===== src/rtl/uart_rx_capture.sv =====
// ---------------------------------------------------------------------------
// uart_rx_capture
//   8N1 UART receiver feeding a first-word-fall-through receive FIFO. Intended
//   to sit on a core's uart_tx pin and capture printed characters for test
//   harnesses that have no behavioural UART model.
//
//   Optional feature: define UART_RX_CAPTURE_PARITY_EN to add an even parity
//   bit after the eight data bits and the sticky parity_err_o output.
//
// Ports
//   clk          system clock, rising edge
//   rst_n        asynchronous active-low reset
//   rx_i         asynchronous serial line, idle high
//   rx_en_i      receiver enable; low forces the FSM to IDLE
//   rd_data_o    FIFO head byte (registered)
//   rd_valid_o   FIFO not empty (registered)
//   rd_ready_i   pop request; pop = rd_valid_o & rd_ready_i
//   count_o      FIFO occupancy
//   frame_err_o  sticky: stop bit sampled low
//   overflow_o   sticky: byte dropped on a full FIFO
//   parity_err_o sticky: parity mismatch (UART_RX_CAPTURE_PARITY_EN only)
//   clr_err_i    synchronous clear of the sticky flags (a same-cycle set wins)
// ---------------------------------------------------------------------------
module uart_rx_capture #(
    parameter int CLK_FREQ_HZ = 25000000,
    parameter int BAUD_RATE   = 781250,
    parameter int FIFO_DEPTH  = 16
) (
    input  logic                          clk,
    input  logic                          rst_n,
    input  logic                          rx_i,
    input  logic                          rx_en_i,
    output logic [7:0]                    rd_data_o,
    output logic                          rd_valid_o,
    input  logic                          rd_ready_i,
    output logic [$clog2(FIFO_DEPTH):0]   count_o,
    output logic                          frame_err_o,
    output logic                          overflow_o,
`ifdef UART_RX_CAPTURE_PARITY_EN
    output logic                          parity_err_o,
`endif
    input  logic                          clr_err_i
);

    localparam int CLKS_PER_BIT = CLK_FREQ_HZ / BAUD_RATE;
    localparam int CNT_W        = $clog2(CLKS_PER_BIT);
    localparam int PTR_W        = $clog2(FIFO_DEPTH);

    localparam logic [CNT_W-1:0] CNT_ZERO = {CNT_W{1'b0}};
    localparam logic [CNT_W-1:0] CNT_ONE  = CNT_W'(1);
    localparam logic [CNT_W-1:0] CNT_MID  = CNT_W'(CLKS_PER_BIT / 2 - 1);
    localparam logic [CNT_W-1:0] CNT_LAST = CNT_W'(CLKS_PER_BIT - 1);
    localparam logic [PTR_W:0]   PTR_ZERO = {(PTR_W+1){1'b0}};
    localparam logic [PTR_W:0]   PTR_ONE  = (PTR_W+1)'(1);
    localparam logic [PTR_W:0]   DEPTH_V  = (PTR_W+1)'(FIFO_DEPTH);

    typedef enum logic [2:0] {
        ST_IDLE   = 3'd0,
        ST_START  = 3'd1,
        ST_DATA   = 3'd2,
        ST_STOP   = 3'd3,
`ifdef UART_RX_CAPTURE_PARITY_EN
        ST_PARITY = 3'd5,
`endif
        ST_BREAK  = 3'd4
    } state_t;

`ifdef UART_RX_CAPTURE_PARITY_EN
    // Even parity: data plus parity bit must carry an even number of ones.
    function automatic logic parity_mismatch(input logic [7:0] data, input logic par);
        return ^{data, par};
    endfunction
`endif

    // Synchronizer and edge-detect state
    logic r_rx_meta, r_rx_s, r_rx_prev;
    logic w_rx_fall;

    // Receive FSM state
    state_t           r_state;
    logic [CNT_W-1:0] r_cnt;
    logic [2:0]       r_bit_idx;
    logic [7:0]       r_shift;
    logic             r_push;
    logic [7:0]       r_push_data;
    logic             r_frame_err;
    logic             w_cnt_last;
    logic             w_par_bad;

    // FIFO state
    logic [7:0]       r_mem [FIFO_DEPTH];
    logic [PTR_W:0]   r_wptr, r_rptr, r_count;
    logic [PTR_W:0]   w_rptr_nxt, w_count_nxt;
    logic [7:0]       r_rd_data;
    logic             r_rd_valid, r_overflow;
    logic             w_pop, w_full, w_push_ok;

`ifdef UART_RX_CAPTURE_PARITY_EN
    logic r_par_bad;
    logic r_parity_err;
    assign w_par_bad    = r_par_bad;
    assign parity_err_o = r_parity_err;
`else
    assign w_par_bad = 1'b0;
`endif

    assign w_rx_fall  = r_rx_prev & ~r_rx_s;
    assign w_cnt_last = (r_cnt == CNT_LAST);

    // Two-flop synchronizer on the line plus one delay flop for edge detection
    always_ff @(posedge clk or negedge rst_n) begin
        if (!rst_n) begin
            r_rx_meta <= 1'b1;
            r_rx_s    <= 1'b1;
            r_rx_prev <= 1'b1;
        end else begin
            r_rx_meta <= rx_i;
            r_rx_s    <= r_rx_meta;
            r_rx_prev <= r_rx_s;
        end
    end

    // Receive FSM: frame sequencing, push request and line-error flags.
    // After the start-bit mid sample the counter restarts, so every later
    // sample lands one full bit period later, i.e. in the middle of each bit.
    always_ff @(posedge clk or negedge rst_n) begin
        if (!rst_n) begin
            r_state     <= ST_IDLE;
            r_cnt       <= CNT_ZERO;
            r_bit_idx   <= 3'd0;
            r_shift     <= 8'h00;
            r_push      <= 1'b0;
            r_push_data <= 8'h00;
            r_frame_err <= 1'b0;
`ifdef UART_RX_CAPTURE_PARITY_EN
            r_par_bad    <= 1'b0;
            r_parity_err <= 1'b0;
`endif
        end else begin
            r_push <= 1'b0;
            // Clear first; a set later in this block overrides it.
            if (clr_err_i) begin
                r_frame_err <= 1'b0;
`ifdef UART_RX_CAPTURE_PARITY_EN
                r_parity_err <= 1'b0;
`endif
            end
            if (!rx_en_i) begin
                r_state <= ST_IDLE;
                r_cnt   <= CNT_ZERO;
            end else begin
                case (r_state)
                    ST_IDLE: begin
                        r_cnt <= CNT_ZERO;
                        if (w_rx_fall) r_state <= ST_START;
                    end
                    ST_START: begin
                        if (r_cnt == CNT_MID) begin
                            r_cnt     <= CNT_ZERO;
                            r_bit_idx <= 3'd0;
                            r_state   <= r_rx_s ? ST_IDLE : ST_DATA;
                        end else begin
                            r_cnt <= r_cnt + CNT_ONE;
                        end
                    end
                    ST_DATA: begin
                        if (w_cnt_last) begin
                            r_cnt     <= CNT_ZERO;
                            r_shift   <= {r_rx_s, r_shift[7:1]};
                            r_bit_idx <= r_bit_idx + 3'd1;
                            if (r_bit_idx == 3'd7) begin
`ifdef UART_RX_CAPTURE_PARITY_EN
                                r_state <= ST_PARITY;
`else
                                r_state <= ST_STOP;
`endif
                            end
                        end else begin
                            r_cnt <= r_cnt + CNT_ONE;
                        end
                    end
`ifdef UART_RX_CAPTURE_PARITY_EN
                    ST_PARITY: begin
                        if (w_cnt_last) begin
                            r_cnt     <= CNT_ZERO;
                            r_par_bad <= parity_mismatch(r_shift, r_rx_s);
                            r_state   <= ST_STOP;
                        end else begin
                            r_cnt <= r_cnt + CNT_ONE;
                        end
                    end
`endif
                    ST_STOP: begin
                        if (w_cnt_last) begin
                            r_cnt <= CNT_ZERO;
`ifdef UART_RX_CAPTURE_PARITY_EN
                            if (r_par_bad) r_parity_err <= 1'b1;
`endif
                            if (r_rx_s) begin
                                r_push      <= ~w_par_bad;
                                r_push_data <= r_shift;
                                r_state     <= ST_IDLE;
                            end else begin
                                r_frame_err <= 1'b1;
                                r_state     <= ST_BREAK;
                            end
                        end else begin
                            r_cnt <= r_cnt + CNT_ONE;
                        end
                    end
                    ST_BREAK: begin
                        r_cnt <= CNT_ZERO;
                        if (r_rx_s) r_state <= ST_IDLE;
                    end
                    default: begin
                        r_state <= ST_IDLE;
                        r_cnt   <= CNT_ZERO;
                    end
                endcase
            end
        end
    end

    // FIFO handshake decode; a full FIFO still accepts a push when it is
    // popped in the same cycle.
    always_comb begin
        w_pop      = r_rd_valid & rd_ready_i;
        w_full     = ((r_wptr - r_rptr) == DEPTH_V);
        w_push_ok  = r_push & (~w_full | w_pop);
        w_rptr_nxt = w_pop ? (r_rptr + PTR_ONE) : r_rptr;
        if (w_push_ok && !w_pop) begin
            w_count_nxt = r_count + PTR_ONE;
        end else if (!w_push_ok && w_pop) begin
            w_count_nxt = r_count - PTR_ONE;
        end else begin
            w_count_nxt = r_count;
        end
    end

    // FIFO storage write port
    always_ff @(posedge clk) begin
        if (w_push_ok) r_mem[r_wptr[PTR_W-1:0]] <= r_push_data;
    end

    // FIFO pointers, registered head and overflow flag. The head is computed
    // from the write pointer before this cycle's push, which gives a new byte
    // one cycle in the FIFO before it is presented, while pops take effect on
    // the head immediately.
    always_ff @(posedge clk or negedge rst_n) begin
        if (!rst_n) begin
            r_wptr     <= PTR_ZERO;
            r_rptr     <= PTR_ZERO;
            r_count    <= PTR_ZERO;
            r_rd_valid <= 1'b0;
            r_rd_data  <= 8'h00;
            r_overflow <= 1'b0;
        end else begin
            if (w_push_ok) r_wptr <= r_wptr + PTR_ONE;
            r_rptr     <= w_rptr_nxt;
            r_count    <= w_count_nxt;
            r_rd_valid <= (r_wptr != w_rptr_nxt);
            r_rd_data  <= (r_wptr != w_rptr_nxt) ? r_mem[w_rptr_nxt[PTR_W-1:0]] : 8'h00;
            if (r_push && w_full && !w_pop) begin
                r_overflow <= 1'b1;
            end else if (clr_err_i) begin
                r_overflow <= 1'b0;
            end
        end
    end

    assign rd_data_o   = r_rd_data;
    assign rd_valid_o  = r_rd_valid;
    assign count_o     = r_count;
    assign frame_err_o = r_frame_err;
    assign overflow_o  = r_overflow;

endmodule

===== config.mk =====
export PLATFORM = sky130hd
export DESIGN_NAME = uart_rx_capture
export DESIGN_NICKNAME = d
export VERILOG_FILES = /design/src/rtl/uart_rx_capture.sv
export SDC_FILE = /design/constraint.sdc
export NUM_CORES = 1
export LEC_CHECK = 0
export ABC_AREA = 1
export CAP_MARGIN = 0
export CORE_UTILIZATION = 50
export CTS_CLUSTER_DIAMETER = 150
export DETAILED_ROUTE_END_ITERATION = 10
export PLACE_DENSITY = 0.67
export RECOVER_POWER = 25
export SLEW_MARGIN = 25
export SYNTH_ARGS = -nofsm -noshare
export SYNTH_HDL_FRONTEND = slang
export SYNTH_SLANG_ARGS = --single-unit

===== constraint.sdc =====
create_clock -name clk -period 3 [get_ports clk]
set_input_delay 0.3 -clock clk [delete_from_list [all_inputs] [get_ports clk]]
set_output_delay 0.3 -clock clk [all_outputs]
set_load 0.05 [all_outputs]

# Yosys cells after proc, flatten, opt, wreduce, memory -nomap -nowiden
# Memories as Yosys holds them, arrays and structs flattened.
# Index checks and enable logic that the tools add are counted.
[classes]
n_addsub = 7
n_eq_ne = 17
muxes = 34
n_bitwise = 6
reduce_logical = 15
[op_table]
columns = ["op", "count"]
rows = [
  ["two-way mux 3 bit", 10],
  ["two-way mux 5 bit", 6],
  ["adder 5 x 1 -> 5 bit, second input constant", 4],
  ["!= test 3 bit, second input constant", 6],
  ["one-hot mux 3 bit (5 select lines)", 1],
  ["two-way mux 1 bit", 13],
  ["== test 5 bit, second input constant", 2],
  ["one-hot mux 5 bit (2 select lines)", 1],
  ["two-way mux 8 bit", 1],
  ["AND reduction 4 bit", 2],
  ["== test 3 x 2 -> 1 bit, second input constant", 2],
  ["== test 3 bit, second input constant", 2],
  ["one-hot mux 3 bit (2 select lines)", 1],
  ["AND reduction 6 bit", 1],
  ["nonzero test 2 bit", 3],
  ["== test 5 x 4 -> 1 bit, second input constant", 1],
  ["!= test 5 bit", 1],
  ["subtractor 5 x 1 -> 5 bit, second input constant", 1],
  ["subtractor 5 bit", 1],
  ["logical AND 1 bit", 4],
  ["!= test 2 bit, second input constant", 2],
  ["adder 3 x 1 -> 3 bit, second input constant", 1],
  ["bitwise AND 1 bit", 3],
  ["== test 3 x 1 -> 1 bit, second input constant", 1],
  ["7 further kinds", 9],
]
[word_totals]
ff_bits = 57
ramBits = 128
mem_count = 1
[mem_list]
columns = ["name", "depth", "width", "read_ports", "rd_clocked_by_memory_dff", "wr", "line_no", "rtl"]
rows = [
  ["r_mem", 16, 8, 1, 0, 1, "91", "logic [7:0] r_mem [FIFO_DEPTH];"],
]

# Longest topological paths before layout
# Gate-level depths: netlist of run 1.
[logic_depth]
depth_word = 9
depth_mapped = 20

# Worst setup path before layout of run 1
# No wires, ideal clock.
[synth_path]
kind = "register -> register"
from = "register r_rd_valid (netlist: rd_valid_o)"
to = "register r_count[4] (netlist: count_o[4])"
setup_ns = 0.118
arrival_ns = 2.591
required_ns = 2.882
path_slack_ns = 0.291
path_stages_with_launch = 16
path_cell_list = "dfrtp_1 > nand2_2 > nand4_1 > a21oi_1 > nand3_2 > nand2_1 > buf_2 > inv_1 > ha_1 > inv_1 > ha_1 > a21oi_1 > o21ai_0 > xor2_1 > nand2_1 > nand2_1"
[synth_between]
elab_chain_cells = 6
word_cells_on_any_way = 9
classes_between = "mux: 1; bitwise: 3; reduce/logical: 5"
[synth_rtl]
columns = ["item", "line_no", "rtl"]
rows = [
  ["start: declaration", "95", "logic r_rd_valid, r_overflow;"],
  ["start signal: assignment", "261", "r_rd_valid <= (r_wptr != w_rptr_nxt);"],
  ["bitwise AND 1 bit (*)", "227", "w_pop = r_rd_valid & rd_ready_i;"],
  ["bitwise OR 1 bit (*)", "229", "w_push_ok = r_push & (~w_full | w_pop);"],
  ["bitwise AND 1 bit (*)", "229", ""],
  ["net w_push_ok", "96", "logic w_pop, w_full, w_push_ok;"],
  ["logical NOT 1 bit", "233", "end else if (!w_push_ok && w_pop) begin"],
  ["logical AND 1 bit", "233", ""],
  ["nonzero test 2 bit (no line)", "n/a", ""],
  ["end signal: assignment", "260", "r_count <= w_count_nxt;"],
  ["end: declaration", "92", "logic [PTR_W:0] r_wptr, r_rptr, r_count;"],
]
# The timed path passes the listed nets; every way through them passes the cells marked *.
# A chain may end at the register's enable or synchronous reset.

# Worst setup path after layout of run 1
[layout_path]
from = "register r_wptr[1]"
to = "register r_count[4] (netlist: count_o[4])"
[layout_between]
elab_chain_cells = 8
word_cells_on_any_way = 10
classes_between = "add/sub: 1; eq/ne: 1; mux: 1; bitwise: 3; reduce/logical: 4"
[layout_rtl]
columns = ["item", "line_no", "rtl"]
rows = [
  ["start: declaration", "92", ""],
  ["start signal: assignment", "258", "if (w_push_ok) r_wptr <= r_wptr + PTR_ONE;"],
  ["subtractor 5 bit (*)", "228", "w_full = ((r_wptr - r_rptr) == DEPTH_V);"],
  ["== test 5 bit (*)", "228", ""],
  ["inverter 1 bit (*)", "229", ""],
  ["bitwise OR 1 bit (*)", "229", ""],
  ["bitwise AND 1 bit (*)", "229", ""],
  ["net w_push_ok", "96", ""],
  ["logical NOT 1 bit", "233", ""],
  ["logical AND 1 bit", "233", ""],
  ["nonzero test 2 bit (no line)", "n/a", ""],
]
# Marks and branches as above.

==> results of run 1 <==
timing repair:
item                                   in CTS  in global routing
endpoints found under the hold margin      20                  0
setup endpoints to repair                   0                  2
resized for setup                           0                  3
hold buffers                                1                  0
worst min path at each step:
stage                                         to  slack [ns]                start
final                           r_rx_s$_DFF_PN1_        0.37  r_rx_meta$_DFF_PN1_
after global placement        r_cnt[3]$_DFF_PN0_        0.30                rst_n
after CTS                    r_rx_meta$_DFF_PN1_        0.27                 rx_i
after global routing            r_rx_s$_DFF_PN1_        0.37  r_rx_meta$_DFF_PN1_
after detailed placement      r_cnt[3]$_DFF_PN0_        0.31                rst_n
after floorplan           count_o[0]$_DFFE_PN0P_       0.004                rst_n
cell type report:
cell class / instances / share of cell area
multi-input combinational: 489 / 0.265
clock inverter: 9 / 0.00688
sequential: 185 / 0.580
inverter: 46 / 0.0193
tap: 211 / 0.0290
timing repair buffer: 48 / 0.0450
clock buffer: 23 / 0.0550
report_power, final:
part / switching [uW] / internal (uW) / total (uW)
combinational: 1970 / 856 / 2830
sequential: 120 / 2860 / 2980
clock: 942 / 1180 / 2130
worst max-delay path, stage by stage (launching register included):
cell	delay [ns]
dfrtp_1	0.48
ha_1	0.24
inv_1	0.09
nand2_1	0.08
nor2_1	0.11
nand2_1	0.06
o21ai_0	0.09
inv_1	0.08
nand3_2	0.15
nand2_1	0.11
inv_1	0.08
ha_2	0.21
inv_1	0.10
ha_1	0.33
a21oi_1	0.16
o21ai_0	0.12
xor2_1	0.15
nand2_1	0.06
nand2_1	0.04
cell usage after synthesis:
library cell,count,area (um^2)
o22ai_1,3,18.8
inv_1,41,154
buf_1,1,3.75
clkbuf_1,11,41.3
nor2_1,38,143
nand2_2,5,31.3
nand3_2,3,30.0
inv_2,4,15.0
a21oi_1,14,70.1
edfxtp_1,128,3840
fa_1,1,20.0
nand3_1,156,781
nand4_1,5,31.3
nor3_1,15,75.1
ha_1,20,250
o21ai_0,29,145
xor2_1,8,70.1
buf_2,15,75.1
xnor2_1,4,35.0
inv_4,1,6.26
buf_4,7,52.6
nand2_1,187,702
or2_2,1,6.26
dfstp_2,3,78.8
dfrtp_1,54,1350
cells in the final DEF, fill, tap and decap left out, types with 4 or more instances in the layout:
cell type          n
nor3_1            15
xor2_1             8
buf_4             26
clkinv_2           4
nand2_2            5
o21ai_0           29
inv_1             40
nor2_1            38
clkbuf_16         19
nand3_1          156
xnor2_1            4
a21oi_1           14
nand2_1          187
dfrtp_1           53
clkbuf_1           4
edfxtp_1         128
inv_2              5
clkdlybuf4s50_1   19
ha_1              19
nand4_1            5
through the flow:
step	std cells	area [um^2]	util	total power (uW)
after floorplan	754	8030	-	5040
after global placement	978	8520	0.552	5750
after detailed placement	978	8520	0.552	5830
after CTS	1011	9090	0.590	7930
after global routing	1011	9100	0.590	8320
final	1011	9100	0.590	7930
flip-flops by register name, indices dropped and copies added (netlist names), 3 cells and up:
name and flops:
count_o 5, r_bit_idx 3, r_cnt 5, r_wptr 5, r_mem 128, rd_data_o 8
r_shift 8, r_state 3, r_rptr 5, r_push_data 8
metal layers:
| layer | vias up | global-route usage | share of wire |
|---|---|---|---|
| li1 | 2659 | - | - |
| met1 | 2691 | 0.328 | 0.46 |
| met2 | 194 | 0.369 | 0.47 |
| met3 | 21 | 0.0358 | 0.054 |
| met4 | 0 | 0.0865 | 0.013 |
| met5 | - | 0 | 0 |
cell families (layout without fill, tap and decap cells):
group                    Yosys count  after routing  share of synthesized area
flip-flops                       185            185                      0.657
AND/OR/NAND/NOR                  410            410                      0.224
buffers and inverters             80            126                     0.0433
adder cells (fa/ha/maj)           21             21                     0.0337
AO/OA/AOI/OAI                     46             46                     0.0291
XOR/XNOR                          12             12                     0.0131
==> run_results.csv, run 1 <==
group,metric,value,unit
run_status,outcome,"completed",
timing,period_share,0.951,
timing,clock-skew-final,0.00555,ns
timing,setup_violations,0,
logic_synthesis,ys_seq_elements,185,
timing,slew_headroom,0.143,
drt,drt-pass1-iter-count,8,
worst_setup_path,crit_fanout,7,
place,io_buffers,21,
drt,routed_via_density,5.50,
timing,fmax,351,MHz
finish,drive_above_1_share,0.0925,
floorplan,die_h,129,um
drt,ant_nets,0,
timing,fin_tns_setup,0,ns
min_path,hold_class,"flop to flop",
timing,maxSlewViolCount,0,
worst_setup_path,crit_required,3.32,ns
timing,fin_crit,2.85,ns
floorplan,rows,45,
clock_network,cts_root_buffer,"clkbuf_16",
worst_setup_path,reg2regPathDepth,18,
floorplan,fp.dieArea,16600,um^2
drt,wl_per_cell,17.7,um
job,maxCapViolCount,0,
clock_network,cts_buffers,17,
global_routing,grt_start_max_net_pins,50,
timing,worstMarginPinSlew,1.29,ns
place,post-place-ws,0.0986,ns
worst_setup_path,path_class,"flop to flop",
clock_network,path_clk_slew,0.07,ns
timing,final_critical_path_setup_slack,0.148,ns
clock_network,cts_tree,"built",
place,routabilityCongestion,0.857,
clock_network,cts_buffer_depth,2,
timing,rsz0062_at_grt,"false",
logic_synthesis,syn_inst,754,
timing,fin_hold_ws,0.367,ns
clock_network,clk-insertion-delay-late,0.43,ns
global_routing,grt_pass1_vias,5320,
finish,regArea,5280,um^2
drt,drt_iter0_markers,676,
logic_synthesis,syn_area_per_cell,10.7,um^2
drt,route.detailed.drc,0,
clock_network,cts_setup_buffers,0,
finish,syn_to_final_growth,13.3,%
finish,fillers,1291,
worst_setup_path,r2r_end,"count_o[4]$_DFFE_PN0P_",
logic_synthesis,seq_area_frac_synth,0.657,
clock_network,h-tree-depth,4,
drt,dr_total_vias,5565,
finish,multiInputGateArea,2410,um^2
worst_setup_path,cp.arrival,3.17,ns
logic_synthesis,ys_warn_count,0,
clock_network,clock_sinks,185,
worst_setup_path,rrSetupSlack,0.15,ns
pwr,vdd_drop_max,0.428,mV
global_routing,grt_usage,0.233,
floorplan,start_util,0.521,
global_routing,antenna_found_initial,0,
pwr,p_leak,0.00387,uW
finish,fin_nets,814,
worst_setup_path,cp-endpoint,"count_o[4]$_DFFE_PN0P_",
place,dpl.hpwl,11600,um
min_path,hold_depth,0,
finish,diodes,0,
timing,final_hold_viol_count,0,
global_routing,grt_pass1_wl,28600,um
floorplan,core_area,15400,um^2
worst_setup_path,start_kind,"flop",
logic_synthesis,synth_nets,781,
worst_setup_path,end_kind,"flop",
pwr,p_per_area,872,nW/um^2
floorplan,die_w,129,um
logic_synthesis,synth_area,8030,um^2
global_routing,gr-total-overflow,0,
floorplan,boundaryPins,22,
logic_synthesis,ys_types,25,
drt,totalWireLength,17900,um
worst_setup_path,critPathLaunch,"r_wptr[1]$_DFFE_PN0P_",
worst_setup_path,reg2reg_from,"r_wptr[1]$_DFFE_PN0P_",
Power figures use the tool's default switching activity.
==> inputs of run 2 (changes only) <==
==> constraint.sdc (replaced) <==
create_clock -name clk -period 2.63 [get_ports clk]
set_input_delay 0.263 -clock clk [delete_from_list [all_inputs] [get_ports clk]]
set_output_delay 0.263 -clock clk [all_outputs]
set_load 0.05 [all_outputs]
==> run_results.csv, run 2 (synthesized netlist as in run 1, its figures left out) <==
group,metric,value,unit
run_status,outcome,"completed",
finish,stdcell_area,9250,um^2
pwr,p_sw,3500,uW
pwr,vdd_drop_max,0.580,mV
place,routabilityCongestion,0.873,
pwr,p_comb_frac,0.365,
pwr,sequentialPowerShare,0.368,
min_path,hold_depth,0,
clock_network,clk-insertion-delay-late,0.43,ns
drt,route.detailed.drc,0,
global_routing,grt_start_max_net_pins,50,
drt,totalWireLength,17600,um
timing,slew_headroom,0.237,
drt,dr_total_vias,5510,
drt,routed_via_density,5.39,
pwr,p_int,5740,uW
worst_setup_path,crit_fanout,4,
global_routing,gr-total-overflow,0,
timing,clock-skew-final,0.0101,ns
finish,layout_commonest_cell,"nand2_1",
place,post-place-ws,0.00636,ns
place,dpl.hpwl,11600,um
worst_setup_path,end_kind,"flop",
timing,final_critical_path_setup_slack,0.193,ns
pwr,pwr-share-clk,0.267,
floorplan,die_h,129,um
job,maxCapViolCount,0,
timing,worstMarginPinSlew,1.14,ns
worst_setup_path,start_kind,"flop",
timing,fin_hold_ws,0.364,ns
floorplan,start_util,0.521,
worst_setup_path,path_class,"flop to flop",
timing,setup_violations,0,
finish,drive_above_1_share,0.115,
timing,maxSlewViolCount,0,
place,placed_area,8610,um^2
clock_network,clock_sinks,185,
pwr,swShare,0.379,
clock_network,cts_root_buffer,"clkbuf_16",
clock_network,h-tree-depth,4,
clock_network,cts_buffer_depth,2,
drt,drt_iter0_markers,534,
timing,final_hold_viol_count,0,
pwr,p_leak,0.00394,uW
global_routing,grt_pass1_vias,5363,
min_path,hold_class,"flop to flop",
finish,fin_nets,825,
timing,fin_crit,2.44,ns
worst_setup_path,crit_required,2.96,ns
floorplan,fp.dieArea,16600,um^2
global_routing,grt_usage,0.233,
global_routing,grt_pass1_wl,28500,um
timing,period_share,0.927,
finish,syn_to_final_growth,15.2,%
floorplan,core_area,15400,um^2
finish,diodes,0,
floorplan,rows,45,
clock_network,cts_buffers,17,
place,dp_cells,987,
worst_setup_path,cp.arrival,2.77,ns
drt,ant_nets,0,
drt,drt-pass1-iter-count,6,
timing,rsz0062_at_grt,"false",
clock_network,path_clk_slew,0.07,ns
finish,fin_cells,1022,
global_routing,antenna_found_initial,0,
finish,largest_register_ffs,128,
finish,multiInputGateArea,2450,um^2
pwr,p_per_area,999,nW/um^2
timing,fmax,410,MHz
worst_setup_path,reg2regPathDepth,19,
floorplan,boundaryPins,22,
floorplan,die_w,129,um
place,io_buffers,21,
timing,fin_tns_setup,0,ns
finish,final_cell_mix,"nand2_1 (186), nand3_1 (156), edfxtp_1 (128), dfrtp_1 (53), inv_1 (39)",
clock_network,cts_tree,"built",
finish,regArea,5280,um^2
drt,wl_per_cell,17.2,um
finish,fillers,1277,
==> run 2: changes by cell type in the layout (fill, tap and decap cells not counted), sizes merged <==
cell / before / now
buf: 26 / 37
clkinvlp: 1 / 0
inv: 47 / 50
clkbuf: 24 / 22
==> run 2: per-layer routing <==
metal / GRT usage / vias up / share of wire
met3: 0.0495 / 25 / 0.062
li1: - / 2680 / -
met1: 0.325 / 2612 / 0.45
met2: 0.367 / 193 / 0.47
met4: 0.0775 / 0 / 0.013
met5: 0 / - / 0
==> run 2: metrics by stage <==
| stage | total power (uW) | utilization |
|---|---|---|
| after global placement | 6640 | 0.558 |
| after floorplan | 5750 | - |
| after CTS | 9210 | 0.596 |
| final | 9240 | 0.600 |
| after detailed placement | 6740 | 0.558 |
| after global routing | 9730 | 0.600 |
==> run 2: final cells by class <==
class,instances,area share
Sequential cell,185,0.570
Multi-Input combinational cell,489,0.264
Clock buffer,21,0.0545
Timing Repair Buffer,59,0.0545
Tap cell,211,0.0285
Inverter,46,0.0189
Clock inverter,11,0.00879
==> run 2: power by group through the flow <==
stage | Clock [uW] | Combinational [uW] | Sequential (uW)
after floorplan | 0 | 1970 | 3770
after global routing | 2630 | 3680 | 3420
after CTS | 2510 | 3290 | 3400
after global placement | 0 | 3180 | 3450
after detailed placement | 0 | 3280 | 3460
final | 2470 | 3370 | 3400
==> run 2: critical path: stages, from the launching register on <==
cell     delay [ns]
dfrtp_1        0.39
inv_1          0.07
ha_1           0.18
inv_1          0.09
nand2_1        0.09
nor2_1         0.11
nand2_1        0.06
o21ai_0        0.07
inv_1          0.07
nand3_2        0.08
nand2_2        0.06
inv_2          0.08
ha_4           0.15
inv_2          0.07
ha_1           0.33
a21oi_1        0.14
nand2_1        0.08
xor2_1         0.14
nand2_1        0.06
nand2_1        0.04
==> run 2: repair_timing <==
| action | CTS | global route |
|---|---|---|
| hold endpoints to repair | 18 | 0 |
| setup endpoints to repair | 0 | 10 |
| hold buffers | 1 | 0 |
| buffers inserted | 0 | 2 |
| gates resized for setup | 0 | 8 |
==> run 2: path summary, 6_finish.rpt <==
check	end	slack, ns	from
setup / recovery	count_o[3]$_DFFE_PN0P_	0.19	r_rptr[1]$_DFF_PN0_
setup reg to reg	count_o[3]$_DFFE_PN0P_	0.19	r_rptr[1]$_DFF_PN0_
min in group asynchronous	r_bit_idx[2]$_DFFE_PN0P_	0.58	rst_n
max in group asynchronous	rd_valid_o$_DFF_PN0_	0.94	rst_n
hold reg to reg	r_rx_s$_DFF_PN1_	0.36	r_rx_meta$_DFF_PN1_
hold / removal	r_rx_s$_DFF_PN1_	0.36	r_rx_meta$_DFF_PN1_
